==> src/rtl/alarm_pkg.sv <==
`default_nettype none
// ============================================================================
//  Module      : alarm_pkg
//  Description : Shared definitions for the vehicle alarm controller: state
//                codes, time-parameter select codes and default countdowns.
//  Revision    : 1.0  initial release
// ============================================================================
package alarm_pkg;

    typedef logic [2:0] state_t;

    // State codes. They appear on the fsm_state output, so they are fixed.
    localparam state_t c_st_armed             = 3'd0;
    localparam state_t c_st_triggered         = 3'd1;
    localparam state_t c_st_sound_alarm       = 3'd2;
    localparam state_t c_st_disarmed          = 3'd3;
    localparam state_t c_st_wait_driver_open  = 3'd4;
    localparam state_t c_st_wait_driver_close = 3'd5;
    localparam state_t c_st_arm_delay         = 3'd6;

    // time_param_sel codes
    localparam logic [1:0] c_sel_arm_delay = 2'b00;
    localparam logic [1:0] c_sel_driver    = 2'b01;
    localparam logic [1:0] c_sel_passenger = 2'b10;
    localparam logic [1:0] c_sel_alarm_on  = 2'b11;

    // Default countdowns, seconds
    localparam logic [3:0] c_t_arm_delay_def = 4'd6;
    localparam logic [3:0] c_t_driver_def    = 4'd8;
    localparam logic [3:0] c_t_passenger_def = 4'd15;
    localparam logic [3:0] c_t_alarm_on_def  = 4'd10;

    // Status LED is lit whenever the vehicle is guarded.
    function automatic logic led_for_state(input state_t st);
        return (st == c_st_armed) || (st == c_st_triggered) ||
               (st == c_st_sound_alarm);
    endfunction

endpackage
`default_nettype wire

==> src/rtl/alarm_param_bank.sv <==
`default_nettype none
// ============================================================================
//  Module      : alarm_param_bank
//  Description : 4 x 4-bit register file holding the alarm countdown values.
//                One write port, all four values readable at once.
//  Ports       : clock, reset (async, active-high)
//                wr_en / wr_sel[1:0] / wr_data[3:0]  write port
//                t_arm_delay, t_driver, t_passenger, t_alarm_on  read values
//  Revision    : 1.0  initial release
// ============================================================================
module alarm_param_bank
    import alarm_pkg::*;
#(
    parameter logic [3:0] T_ARM_DELAY_DEF = c_t_arm_delay_def,
    parameter logic [3:0] T_DRIVER_DEF    = c_t_driver_def,
    parameter logic [3:0] T_PASSENGER_DEF = c_t_passenger_def,
    parameter logic [3:0] T_ALARM_ON_DEF  = c_t_alarm_on_def
) (
    input  logic       clock,
    input  logic       reset,
    input  logic       wr_en,
    input  logic [1:0] wr_sel,
    input  logic [3:0] wr_data,
    output logic [3:0] t_arm_delay,
    output logic [3:0] t_driver,
    output logic [3:0] t_passenger,
    output logic [3:0] t_alarm_on
);

    logic [3:0] r_arm_delay;
    logic [3:0] r_driver;
    logic [3:0] r_passenger;
    logic [3:0] r_alarm_on;

    always_ff @(posedge clock or posedge reset) begin
        if (reset) begin
            r_arm_delay <= T_ARM_DELAY_DEF;
            r_driver    <= T_DRIVER_DEF;
            r_passenger <= T_PASSENGER_DEF;
            r_alarm_on  <= T_ALARM_ON_DEF;
        end else if (wr_en) begin
            case (wr_sel)
                c_sel_arm_delay: r_arm_delay <= wr_data;
                c_sel_driver:    r_driver    <= wr_data;
                c_sel_passenger: r_passenger <= wr_data;
                default:         r_alarm_on  <= wr_data;
            endcase
        end
    end

    assign t_arm_delay = r_arm_delay;
    assign t_driver    = r_driver;
    assign t_passenger = r_passenger;
    assign t_alarm_on  = r_alarm_on;

endmodule
`default_nettype wire

==> src/rtl/alarm_fsm.sv <==
`default_nettype none
// ============================================================================
//  Module      : alarm_fsm
//  Description : Vehicle anti-theft alarm controller. Drives an external
//                countdown timer (start_timer/interval, expired back) and the
//                siren / status LED. All outputs are registered.
//  Ports       : clock, reset (async, active-high)
//                ignition, door_driver, door_pass      vehicle inputs
//                reprogram, time_param_sel, time_value countdown programming
//                expired                               timer at zero
//                start_timer, interval                 timer load interface
//                siren, status_led, fsm_state          indicators
//  Revision    : 1.0  initial release
// ============================================================================
module alarm_fsm
    import alarm_pkg::*;
#(
    parameter logic [3:0] T_ARM_DELAY_DEF = 4'd6,
    parameter logic [3:0] T_DRIVER_DEF    = 4'd8,
    parameter logic [3:0] T_PASSENGER_DEF = 4'd15,
    parameter logic [3:0] T_ALARM_ON_DEF  = 4'd10
) (
    input  logic       clock,
    input  logic       reset,
    input  logic       ignition,
    input  logic       door_driver,
    input  logic       door_pass,
    input  logic       reprogram,
    input  logic [1:0] time_param_sel,
    input  logic [3:0] time_value,
    input  logic       expired,
    output logic       start_timer,
    output logic [3:0] interval,
    output logic       siren,
    output logic       status_led,
    output logic [2:0] fsm_state
);

    logic [3:0] w_t_arm_delay;
    logic [3:0] w_t_driver;
    logic [3:0] w_t_passenger;
    logic [3:0] w_t_alarm_on;

    alarm_param_bank #(
        .T_ARM_DELAY_DEF (T_ARM_DELAY_DEF),
        .T_DRIVER_DEF    (T_DRIVER_DEF),
        .T_PASSENGER_DEF (T_PASSENGER_DEF),
        .T_ALARM_ON_DEF  (T_ALARM_ON_DEF)
    ) u_param_bank (
        .clock       (clock),
        .reset       (reset),
        .wr_en       (reprogram),
        .wr_sel      (time_param_sel),
        .wr_data     (time_value),
        .t_arm_delay (w_t_arm_delay),
        .t_driver    (w_t_driver),
        .t_passenger (w_t_passenger),
        .t_alarm_on  (w_t_alarm_on)
    );

    state_t     r_state;
    logic       r_start_timer;
    logic [3:0] r_interval;
    logic       r_siren;
    logic       r_status_led;

    state_t     w_next_state;
    logic       w_start;
    logic [3:0] w_next_interval;
    logic       w_expired_valid;
    logic       w_any_door;

    // While the load pulse is on the wire the timer has not yet reloaded,
    // so its expired flag still reflects the previous countdown.
    assign w_expired_valid = expired & ~r_start_timer;
    assign w_any_door      = door_driver | door_pass;

    always_comb begin
        w_next_state    = r_state;
        w_start         = 1'b0;
        w_next_interval = r_interval;

        if (reprogram) begin
            w_next_state = c_st_armed;
        end else begin
            case (r_state)
                c_st_armed: begin
                    if (ignition) begin
                        w_next_state = c_st_disarmed;
                    end else if (door_driver) begin
                        w_next_state    = c_st_triggered;
                        w_start         = 1'b1;
                        w_next_interval = w_t_driver;
                    end else if (door_pass) begin
                        w_next_state    = c_st_triggered;
                        w_start         = 1'b1;
                        w_next_interval = w_t_passenger;
                    end
                end
                c_st_triggered: begin
                    if (ignition) begin
                        w_next_state = c_st_disarmed;
                    end else if (w_expired_valid) begin
                        w_next_state    = c_st_sound_alarm;
                        w_start         = 1'b1;
                        w_next_interval = w_t_alarm_on;
                    end
                end
                c_st_sound_alarm: begin
                    if (ignition) begin
                        w_next_state = c_st_disarmed;
                    end else if (w_expired_valid) begin
                        if (w_any_door) begin
                            // Keep sounding while a door is still open.
                            w_start         = 1'b1;
                            w_next_interval = w_t_alarm_on;
                        end else begin
                            w_next_state = c_st_armed;
                        end
                    end
                end
                c_st_disarmed: begin
                    if (!ignition) begin
                        w_next_state = c_st_wait_driver_open;
                    end
                end
                c_st_wait_driver_open: begin
                    if (ignition) begin
                        w_next_state = c_st_disarmed;
                    end else if (door_driver) begin
                        w_next_state = c_st_wait_driver_close;
                    end
                end
                c_st_wait_driver_close: begin
                    if (ignition) begin
                        w_next_state = c_st_disarmed;
                    end else if (!w_any_door) begin
                        w_next_state    = c_st_arm_delay;
                        w_start         = 1'b1;
                        w_next_interval = w_t_arm_delay;
                    end
                end
                c_st_arm_delay: begin
                    if (ignition) begin
                        w_next_state = c_st_disarmed;
                    end else if (w_any_door) begin
                        w_next_state = c_st_wait_driver_close;
                    end else if (w_expired_valid) begin
                        w_next_state = c_st_armed;
                    end
                end
                default: begin
                    w_next_state = c_st_armed;
                end
            endcase
        end
    end

    always_ff @(posedge clock or posedge reset) begin
        if (reset) begin
            r_state       <= c_st_armed;
            r_start_timer <= 1'b0;
            r_interval    <= 4'd0;
            r_siren       <= 1'b0;
            r_status_led  <= 1'b1;
        end else begin
            r_state       <= w_next_state;
            r_start_timer <= w_start;
            r_interval    <= w_next_interval;
            r_siren       <= (w_next_state == c_st_sound_alarm);
            r_status_led  <= led_for_state(w_next_state);
        end
    end

    assign start_timer = r_start_timer;
    assign interval    = r_interval;
    assign siren       = r_siren;
    assign status_led  = r_status_led;
    assign fsm_state   = r_state;

endmodule
`default_nettype wire

==> config.mk <==
export PLATFORM = sky130hd
export DESIGN_NAME = alarm_fsm
export DESIGN_NICKNAME = d
export VERILOG_FILES = /design/src/rtl/alarm_pkg.sv /design/src/rtl/alarm_param_bank.sv /design/src/rtl/alarm_fsm.sv
export SDC_FILE = /design/constraint.sdc
export NUM_CORES = 1
export LEC_CHECK = 0
export CAP_MARGIN = 25
export CORE_MARGIN = 2
export CORE_UTILIZATION = 45
export DETAILED_ROUTE_END_ITERATION = 8
export GPL_TIMING_DRIVEN = 0
export PLACE_DENSITY = 0.69
export RECOVER_POWER = 50
export SLEW_MARGIN = 20
export SYNTH_ARGS = -nofsm -noshare
export SYNTH_HDL_FRONTEND = slang
export SYNTH_SLANG_ARGS = --single-unit
export TNS_END_PERCENT = 20
==> constraint.sdc <==
create_clock -name clock -period 2.1 [get_ports clock]
set_input_delay 0.63 -clock clock [delete_from_list [all_inputs] [get_ports clock]]
set_output_delay 0.63 -clock clock [all_outputs]
set_load 0.02 [all_outputs]
==> flow_metrics.tcl, run 1 <==
set metrics [dict create \
    status "completed" \
    power.density_nw_per_um2 934 \
    intPower_mw 1.09 \
    crit_slowest_cell "clkdlybuf4s50_1" \
    maxSlewHeadroom_pct 42.2 \
    port_buffers 20 \
    first_iter_violations 42 \
    comb_power_share_pct 33.5 \
    worstSkewPairLatency_ns 0.32 \
    cp-start-kind "primary input" \
    synth_fp_nets 129 \
    remaining_drc_errors 0 \
    cap_violations 0 \
    grt_usage_pct 18.6 \
    yosysUniqueCellTypes 37 \
    initial_core_util_pct 48.3 \
    endpoint_kind "flip-flop" \
    cts_setup_buffers 0 \
    ir_worst_vdd_v 0.000604 \
    yosys.area.top_type_share_pct 29.5 \
    slowest_delay_ns 0.47 \
    synth_area_leaders "dfrtp_1 30%, dfstp_2 19%, mux2_2 17%" \
    rsz0062_at_grt "false" \
    gp_congestion 0.814 \
    fp.dieW_um 58.9 \
    setup_tns_ns 0 \
    grt_pass1_vias 1030 \
    period_needed_ns 1.98 \
    crit_path_end "interval[3]" \
    pwr-share-clk_pct 22.2 \
    grt-ovfl-total 0 \
    synth-seq-cells 26 \
    hp-class "reg -> reg" \
    htreeDepth 1 \
    synthCells 116 \
    p_sw_mw 0.459 \
    drive_above_1_share_pct 30.5 \
    hold_slack_ns 0.506 \
    async_flop_share_pct 100 \
    synth_most_common_cell "mux2_2" \
    ys.flop_type "dfrtp_1" \
    grt_pass1_wl_mm 4.79 \
    yosys.area.top_type "dfrtp_1" \
    worst-path-max-fanout 5 \
    p_leak_nw 0.704 \
    synth_edf_count 0 \
    wire_per_inst_um 15.6 \
    clock.fmax_ghz 0.505 \
    cts_tree "done" \
    clkSinkCount 26 \
    cp.required_ns 2.32 \
    seq_power_share_pct 44.3 \
    setup_viol 0 \
    core_area_sq_um 2810 \
    antenna_cells 0 \
    min_from "interval[0]" \
    setup.worst_path.start "expired" \
    period_share_pct 94.3 \
    viasPerCell 5.83 \
    fin_cells 172 \
    timing.rr.end "interval[3]" \
    antenna_found_initial 0 \
    hold_viol 0 \
    netlist_top_cells_count "20 x mux2_2, 16 x dfrtp_1, 10 x dfstp_2, 7 x nand2_1" \
    cts_hold_buf 0 \
    io_pins 23 \
    rr_startpoint "fsm_state[2]" \
    drtPass1Iterations 4 \
    rows 19 \
    syn2layout_area_growth_pct 22.5 \
    yosysWarnings 0 \
    ctsRootBufferMaster "clkbuf_4" \
    postSynthAreaPerCell_sq_um 11.7 \
    placed_cells 167 \
    fp.dieH_um 58.9 \
    seq_area_frac_synth_pct 48.9 \
    sw_frac_of_total_pct 29.6 \
    dpl.hpwl_mm 2.02 \
    worst-slew-pin-transition_ns 0.867 \
    routed_wl_mm 2.69 \
    critical_path_class "in -> reg" \
    critPathArrivalTime_ns 2.20 \
    post_synth_instance_area_sq_um 1360 \
    cp_cell_sequence "clkdlybuf4s50_1 > nor2b_2 > o221ai_1 > o41a_4 > mux2_1" \
    cts_buffers 3 \
    layout.nets 155 \
    path_clk_slew_ns 0.14 \
    grt_max_degree 27 \
    dieArea_sq_um 3470 \
    finClkSkew_ns 0.0103 \
    antenna_left 0 \
    r2r_setup_slack_ns 0.43 \
    r2r_cells 5 \
    clockBufferDepth 2 \
    post-route-util_pct 59.2 \
    num_vias 1003 \
    final_max_slew_viol_count 0 \
]
-- registers in the layout, indices dropped and copies added, names as in the netlist --
name,count
interval,4
u_param_bank.t_alarm_on,4
u_param_bank.t_arm_delay,4
u_param_bank.t_driver,4
u_param_bank.t_passenger,4
fsm_state,3
siren,1
start_timer,1
status_led,1
-- power by group through the flow --
| stage | Clock (mW) | Sequential [mW] | Combinational (mW) |
|---|---|---|---|
| after detailed placement | 0 | 0.698 | 0.522 |
| after floorplan | 0 | 0.750 | 0.273 |
| after global placement | 0 | 0.691 | 0.511 |
| after CTS | 0.354 | 0.688 | 0.523 |
| final | 0.345 | 0.688 | 0.519 |
| after global routing | 0.382 | 0.705 | 0.570 |
-- worst min path at each step --
| stage | to | cells after the start |
|---|---|---|
| 2_1_floorplan | u_param_bank.t_driver[0] | 1 |
| 3_3_place_gp | interval[1] | 1 |
| 3_5_place_dp | interval[0] | 1 |
| 4_1_cts | interval[0] | 1 |
| 5_1_grt | interval[0] | 1 |
| 6_report | interval[0] | 1 |
-- final cells by class --
type | count | area (sq um)
inverter | 5 | 18.8
buffer | 5 | 33.8
sequential | 26 | 663
fill | 247 | 1140
multi-input combinational | 80 | 643
clock buffer | 3 | 22.5
tap | 31 | 38.8
timing repair buffer | 21 | 211
clock inverter | 1 | 30.0
-- cell families after synthesis --
kind of cell           share of synthesized area, %
buffers and inverters                          3.87
AND/OR/NAND/NOR                                12.6
AO/OA/AOI/OAI                                  13.4
XOR/XNOR                                       1.29
multiplexers                                   19.9
flip-flops                                     48.9
-- layout by cell type (no fill, tap or decap), types with 3 or more instances in the layout --
cell / n
mux2_2: 20
clkdlybuf4s50_1: 17
dfrtp_1: 16
dfstp_2: 10
nand2_1: 7
nand3_1: 5
nor2_1: 5
inv_1: 4
a22oi_1: 4
o211ai_1: 4
mux2_1: 4
buf_2: 3
nor2b_1: 3
clkbuf_4: 3
-- timing repair --
action / in CTS / in global routing
hold endpoints to repair: 0 / 0
endpoints found under the setup margin: 1 / 4
gates resized for setup: 1 / 1
-- worst max-delay path, delay by kind of cell --
kind | cells | cell delay (ns)
buffers and inverters | 1 | 0.47
AO/OA/AOI/OAI | 2 | 0.55
multiplexers | 1 | 0.32
AND/OR/NAND/NOR | 1 | 0.22
-- layer usage --
metal	routed length [um]	vias up	share of wire (%)	global-route usage [%]
met2	1410	25	52	31.9
li1	-	478	-	-
met5	0	-	0	0
met1	1120	492	42	23.1
met4	62	0	2.3	7.79
met3	102	8	3.8	2.86
-- metrics by stage --
stage	power, mW	instance area (sq um)	setup slack, ns
after detailed placement	1.22	1600	-0.296
final	1.55	1660	0.120
after CTS	1.56	1650	0.0593
after floorplan	1.02	1360	0.277
after global routing	1.66	1660	0.0408
after global placement	1.20	1600	-0.288
No activity file was read; power rests on OpenSTA's default activity.
==> run 2: changes to the inputs <==
--- a/config.mk
+++ b/config.mk
@@ -12,7 +12,6 @@
 export GPL_TIMING_DRIVEN = 0
 export PLACE_DENSITY = 0.69
 export RECOVER_POWER = 50
-export SLEW_MARGIN = 20
 export SYNTH_ARGS = -nofsm -noshare
 export SYNTH_HDL_FRONTEND = slang
 export SYNTH_SLANG_ARGS = --single-unit
==> flow_metrics.tcl, run 2 (synthesis gave the netlist of run 1 again) <==
set metrics [dict create \
    gp_congestion 0.814 \
    wire_per_inst_um 15.7 \
    cts_buffers 3 \
    hold_viol 0 \
    ctsRootBufferMaster "clkbuf_4" \
    period_needed_ns 1.98 \
    fp.dieH_um 58.9 \
    cp_top_family "compound AO/OA/AOI/OAI gates" \
    dpl.hpwl_mm 2.02 \
    initial_core_util_pct 48.3 \
    worstSkewPairLatency_ns 0.32 \
    critPathArrivalTime_ns 2.19 \
    seq_area_sq_um 663 \
    crit_slowest_cell "clkdlybuf4s50_1" \
    syn2layout_area_growth_pct 22.5 \
    final_max_slew_viol_count 0 \
    htreeDepth 1 \
    cap_violations 0 \
    setup_tns_ns 0 \
    setup_viol 0 \
    path_clk_slew_ns 0.14 \
    clockBufferDepth 2 \
    dieArea_sq_um 3470 \
    rsz0062_at_grt "false" \
    hp-class "reg -> reg" \
    viasPerCell 5.86 \
    grt_usage_pct 18.6 \
    grt_max_degree 27 \
    num_vias 1008 \
    period_share_pct 94.2 \
    grt_pass1_vias 1030 \
    grt-ovfl-total 0 \
    antenna_cells 0 \
    placed_cells 167 \
    cp_cell_sequence "clkdlybuf4s50_1 > nor2b_2 > o221ai_1 > o41a_4 > mux2_1" \
    cts_setup_buffers 0 \
    fill_cells 247 \
    core_area_sq_um 2810 \
    ir_worst_vdd_v 0.000604 \
    antenna_found_initial 0 \
    cts_tree "done" \
    first_iter_violations 34 \
    cp.required_ns 2.32 \
    antenna_left 0 \
    slowest_delay_ns 0.47 \
    cts_resized 1 \
    cts_hold_buf 0 \
    critical_path_class "in -> reg" \
    maxSlewHeadroom_pct 28.3 \
    setup_ws_ns 0.121 \
    layout_common_cells "20 x mux2_2, 17 x clkdlybuf4s50_1, 16 x dfrtp_1" \
    finClkSkew_ns 0.00666 \
    path_buf_inv 1 \
    layout.nets 155 \
    grt_pass1_wl_mm 4.79 \
    rows 19 \
    worst-path-max-fanout 5 \
    drtPass1Iterations 4 \
    cp-start-kind "primary input" \
    power.density_nw_per_um2 933 \
    io_pins 23 \
    drive_above_1_share_pct 30.5 \
    fp.dieW_um 58.9 \
    endpoint_kind "flip-flop" \
    port_buffers 20 \
    p_leak_nw 0.704 \
    clkSinkCount 26 \
    routed_wl_mm 2.69 \
    final_common_cell "mux2_2" \
    worst-slew-pin-transition_ns 1.07 \
    fin_cells 172 \
    dp_worst_setup_slack_ns -0.296 \
    multi_input_area_sq_um 643 \
    status "completed" \
    remaining_drc_errors 0 \
    clock.fmax_ghz 0.505 \
]
[run 2: final cells by class]
type	instances	area share, %
clock buffers	3	1.36
inverters	5	1.13
clock inverters	1	1.81
multi-input cells	80	38.7
repair buffers	21	12.7
well taps	31	2.33
flip-flops and latches	26	39.9
plain buffers	5	2.03
[run 2: worst paths after layout]
check | from | end | slack, ns | depth (start not counted)
max | expired | interval[3] | 0.12 | 5
min | interval[0] | interval[0] | 0.51 | 1
max reg2reg | fsm_state[2] | interval[3] | 0.43 | 5
min reg2reg | interval[0] | interval[0] | 0.51 | 1
max in group asynchronous | reset | u_param_bank.t_arm_delay[0] | 0.34 | 3
min in group asynchronous | reset | siren | 0.57 | 2
[run 2: layer usage]
layer	vias to the layer above	wire length, um	GRT usage [%]
met2	30	1420	31.9
met1	492	1100	23.1
met3	8	111	2.86
met4	0	62	7.79
li1	478	-	-
met5	-	0	0
[run 2: worst register-to-register path, cell delays in order (launching register included)]
cell and delay, ns:
dfrtp_1 0.41, buf_4 0.17, or2b_1 0.24, o221ai_1 0.23, o41a_4 0.19, mux2_1 0.32
[run 2: metrics by stage]
stage | total power [mW] | utilization (%) | instance area, sq um | hold slack [ns]
after floorplan | 1.02 | - | 1360 | 0.474
after global placement | 1.20 | 56.9 | 1600 | 0.477
after detailed placement | 1.22 | 56.9 | 1600 | 0.481
after CTS | 1.56 | 58.7 | 1650 | 0.513
after global routing | 1.66 | 59.2 | 1660 | 0.524
final | 1.55 | 59.2 | 1660 | 0.506
[run 2: report_power, final]
| group | switching [mW] | internal (mW) |
|---|---|---|
| logic | 0.253 | 0.266 |
| clock network | 0.149 | 0.193 |
| registers | 0.0543 | 0.634 |
==> run 3: changes to the inputs <==
--- a/config.mk
+++ b/config.mk
@@ -10,9 +10,10 @@
 export CORE_UTILIZATION = 45
 export DETAILED_ROUTE_END_ITERATION = 8
 export GPL_TIMING_DRIVEN = 0
-export PLACE_DENSITY = 0.69
+export PLACE_DENSITY = 0.71
 export RECOVER_POWER = 50
 export SYNTH_ARGS = -nofsm -noshare
 export SYNTH_HDL_FRONTEND = slang
+export SYNTH_HIERARCHICAL = 1
 export SYNTH_SLANG_ARGS = --single-unit
 export TNS_END_PERCENT = 20
==> constraint.sdc (replaced) <==
create_clock -name clock -period 1.6 [get_ports clock]
set_input_delay 0.48 -clock clock [delete_from_list [all_inputs] [get_ports clock]]
set_output_delay 0.48 -clock clock [all_outputs]
set_load 0.02 [all_outputs]
==> flow_metrics.tcl, run 3 <==
set metrics [dict create \
    status "completed" \
    initial_core_util_pct 47.4 \
    finalPower_mw 2.00 \
    ir_worst_vdd_v 0.000676 \
    slowest_delay_ns 0.42 \
    rows 20 \
    final_common_cell "mux2_2" \
    maxSlewHeadroom_pct 59.8 \
    layout_common_cells "20 x mux2_2, 16 x nor2_1, 15 x dfrtp_1" \
    async_flop_share_pct 100 \
    cp-start-kind "primary input" \
    cp_cell_sequence "clkdlybuf4s50_1 > nor2b_2 > and3_1 > o311a_1 > nor3b_1" \
    fill_cells 267 \
    layout.nets 172 \
    setup_viol 0 \
    final_max_slew_viol_count 0 \
    power.density_nw_per_um2 1120 \
    core_area_sq_um 3080 \
    worst-path-max-fanout 3 \
    clockBufferDepth 2 \
    gp_congestion 0.905 \
    yosysUniqueCellTypes 36 \
    synth_edf_count 0 \
    grt_max_degree 17 \
    clkSinkCount 26 \
    yosys.area.top_type_share_pct 27.4 \
    critical_path_class "in -> reg" \
    finClkSkew_ns 0.00522 \
    synth-seq-cells 26 \
    path_buf_inv 1 \
    synthCells 132 \
    syn2layout_area_growth_pct 22.7 \
    grt-ovfl-total 0 \
    fp.dieH_um 60.9 \
    postSynthAreaPerCell_sq_um 11.1 \
    place_area_sq_um 1720 \
    ctsRootBufferMaster "clkbuf_4" \
    cts_buffers 3 \
    wire_per_inst_um 14.3 \
    antenna_cells 0 \
    viasPerCell 5.29 \
    antenna_found_initial 0 \
    synth_fp_nets 145 \
    io_pins 23 \
    routed_wl_mm 2.90 \
    yosysWarnings 6 \
    design_area_sq_um 1790 \
    ys.flop_type "dfrtp_1" \
    period_share_pct 97.7 \
    crit_slowest_cell "clkdlybuf4s50_1" \
    synth_most_common_cell "mux2_2" \
    cts_tree "done" \
    yosys.area.top_type "dfrtp_1" \
    cp_top_family "simple AND/OR/NAND/NOR gates" \
    worst-slew-pin-transition_ns 0.602 \
    grt_pass1_wl_mm 4.98 \
    setup_tns_ns 0 \
    post_synth_instance_area_sq_um 1460 \
    endpoint_kind "flip-flop" \
    fp.dieW_um 60.9 \
    hold_viol 0 \
    cts_hold_buf 0 \
    antenna_left 0 \
    first_iter_violations 29 \
    seq_area_frac_synth_pct 45.5 \
    htreeDepth 1 \
    synth_area_leaders "dfrtp_1 27%, dfstp_2 18%, mux2_2 15%" \
    dpl.hpwl_mm 2.32 \
    dieArea_sq_um 3710 \
    fin_cells 202 \
    worstSkewPairLatency_ns 0.31 \
    path_clk_slew_ns 0.13 \
    port_buffers 21 \
    remaining_drc_errors 0 \
    drive_above_1_share_pct 36.1 \
    placed_cells 197 \
    netlist_top_cells_count "20 x mux2_2, 16 x dfrtp_1, 16 x nor2_1, 10 x dfstp_2, 9 x o21ai_0" \
    critPathArrivalTime_ns 1.79 \
    rsz0062_at_grt "true" \
    clock.fmax_ghz 0.639 \
    cap_violations 0 \
    p_leak_nw 0.772 \
    period_needed_ns 1.56 \
    hp-class "reg -> reg" \
    drtPass1Iterations 4 \
    grt_usage_pct 18.4 \
    cp.required_ns 1.83 \
    num_vias 1068 \
    grt_pass1_vias 1117 \
]
## run 3: area by class of cell
type | instances | area, sq um | share of cell area [%]
plain buffers | 6 | 47.5 | 2.66
clock buffers | 3 | 22.5 | 1.26
clock inverters | 1 | 30.0 | 1.68
inverters | 9 | 33.8 | 1.89
multi-input cells | 91 | 737 | 41.2
flip-flops and latches | 26 | 664 | 37.1
well taps | 44 | 55.1 | 3.07
repair buffers | 22 | 200 | 11.2
## run 3: worst paths after layout
check                      depth (start not counted)                         from  slack, ns                     endpoint
hold reg to reg                                    1  u_param_bank/t_arm_delay[3]       0.52  u_param_bank/t_arm_delay[3]
hold / removal                                     1  u_param_bank/t_arm_delay[3]       0.52  u_param_bank/t_arm_delay[3]
setup / recovery                                   5                      expired       0.04                 fsm_state[0]
setup reg to reg                                   6                 fsm_state[0]       0.06                  interval[3]
min in group asynchronous                          2                        reset       0.59                  interval[2]
max in group asynchronous                          2                        reset       0.51  u_param_bank/t_arm_delay[3]
## run 3: logic make-up after synthesis
family	Yosys count	share of synthesized area, %
and+or+nand+nor	39	15.5
adders and majority gates	1	0.686
AOI/OAI and AO/OA	27	14.9
muxes	24	18.2
buffers and inverters	15	5.23
DFF	26	45.5
## run 3: repair_timing
| item | 4_1_cts | 5_1_grt |
|---|---|---|
| resized for setup | 15 | 14 |
| setup endpoints to repair | 21 | 11 |
| buffers inserted | 0 | 1 |
| pin swaps | 0 | 1 |
## run 3: through the flow
stage	utilization [%]	hold WS, ns	worst slack, ns
floorplan	-	0.319	0.0552
global placement	56.0	0.482	-0.454
detailed placement	56.0	0.496	-0.491
CTS	57.4	0.450	0.00474
global route	58.2	0.555	-0.0123
finish	58.2	0.524	0.0362
## run 3: layer usage
metal,vias to the layer above,share of wire [%],global-route usage [%]
met5,-,0,0
met1,518,46,23.7
li1,528,-,-
met3,2,2.8,2.56
met4,0,0.66,6.52
met2,20,50,31.5
## run 3: power breakdown
| group | leakage (nW) | total, mW | switching (mW) | internal [mW] |
|---|---|---|---|---|
| sequential | 0.298 | 0.909 | 0.0740 | 0.835 |
| clock | 0.0279 | 0.435 | 0.182 | 0.253 |
| combinational | 0.445 | 0.661 | 0.355 | 0.306 |
| total | 0.772 | 2.00 | 0.611 | 1.39 |
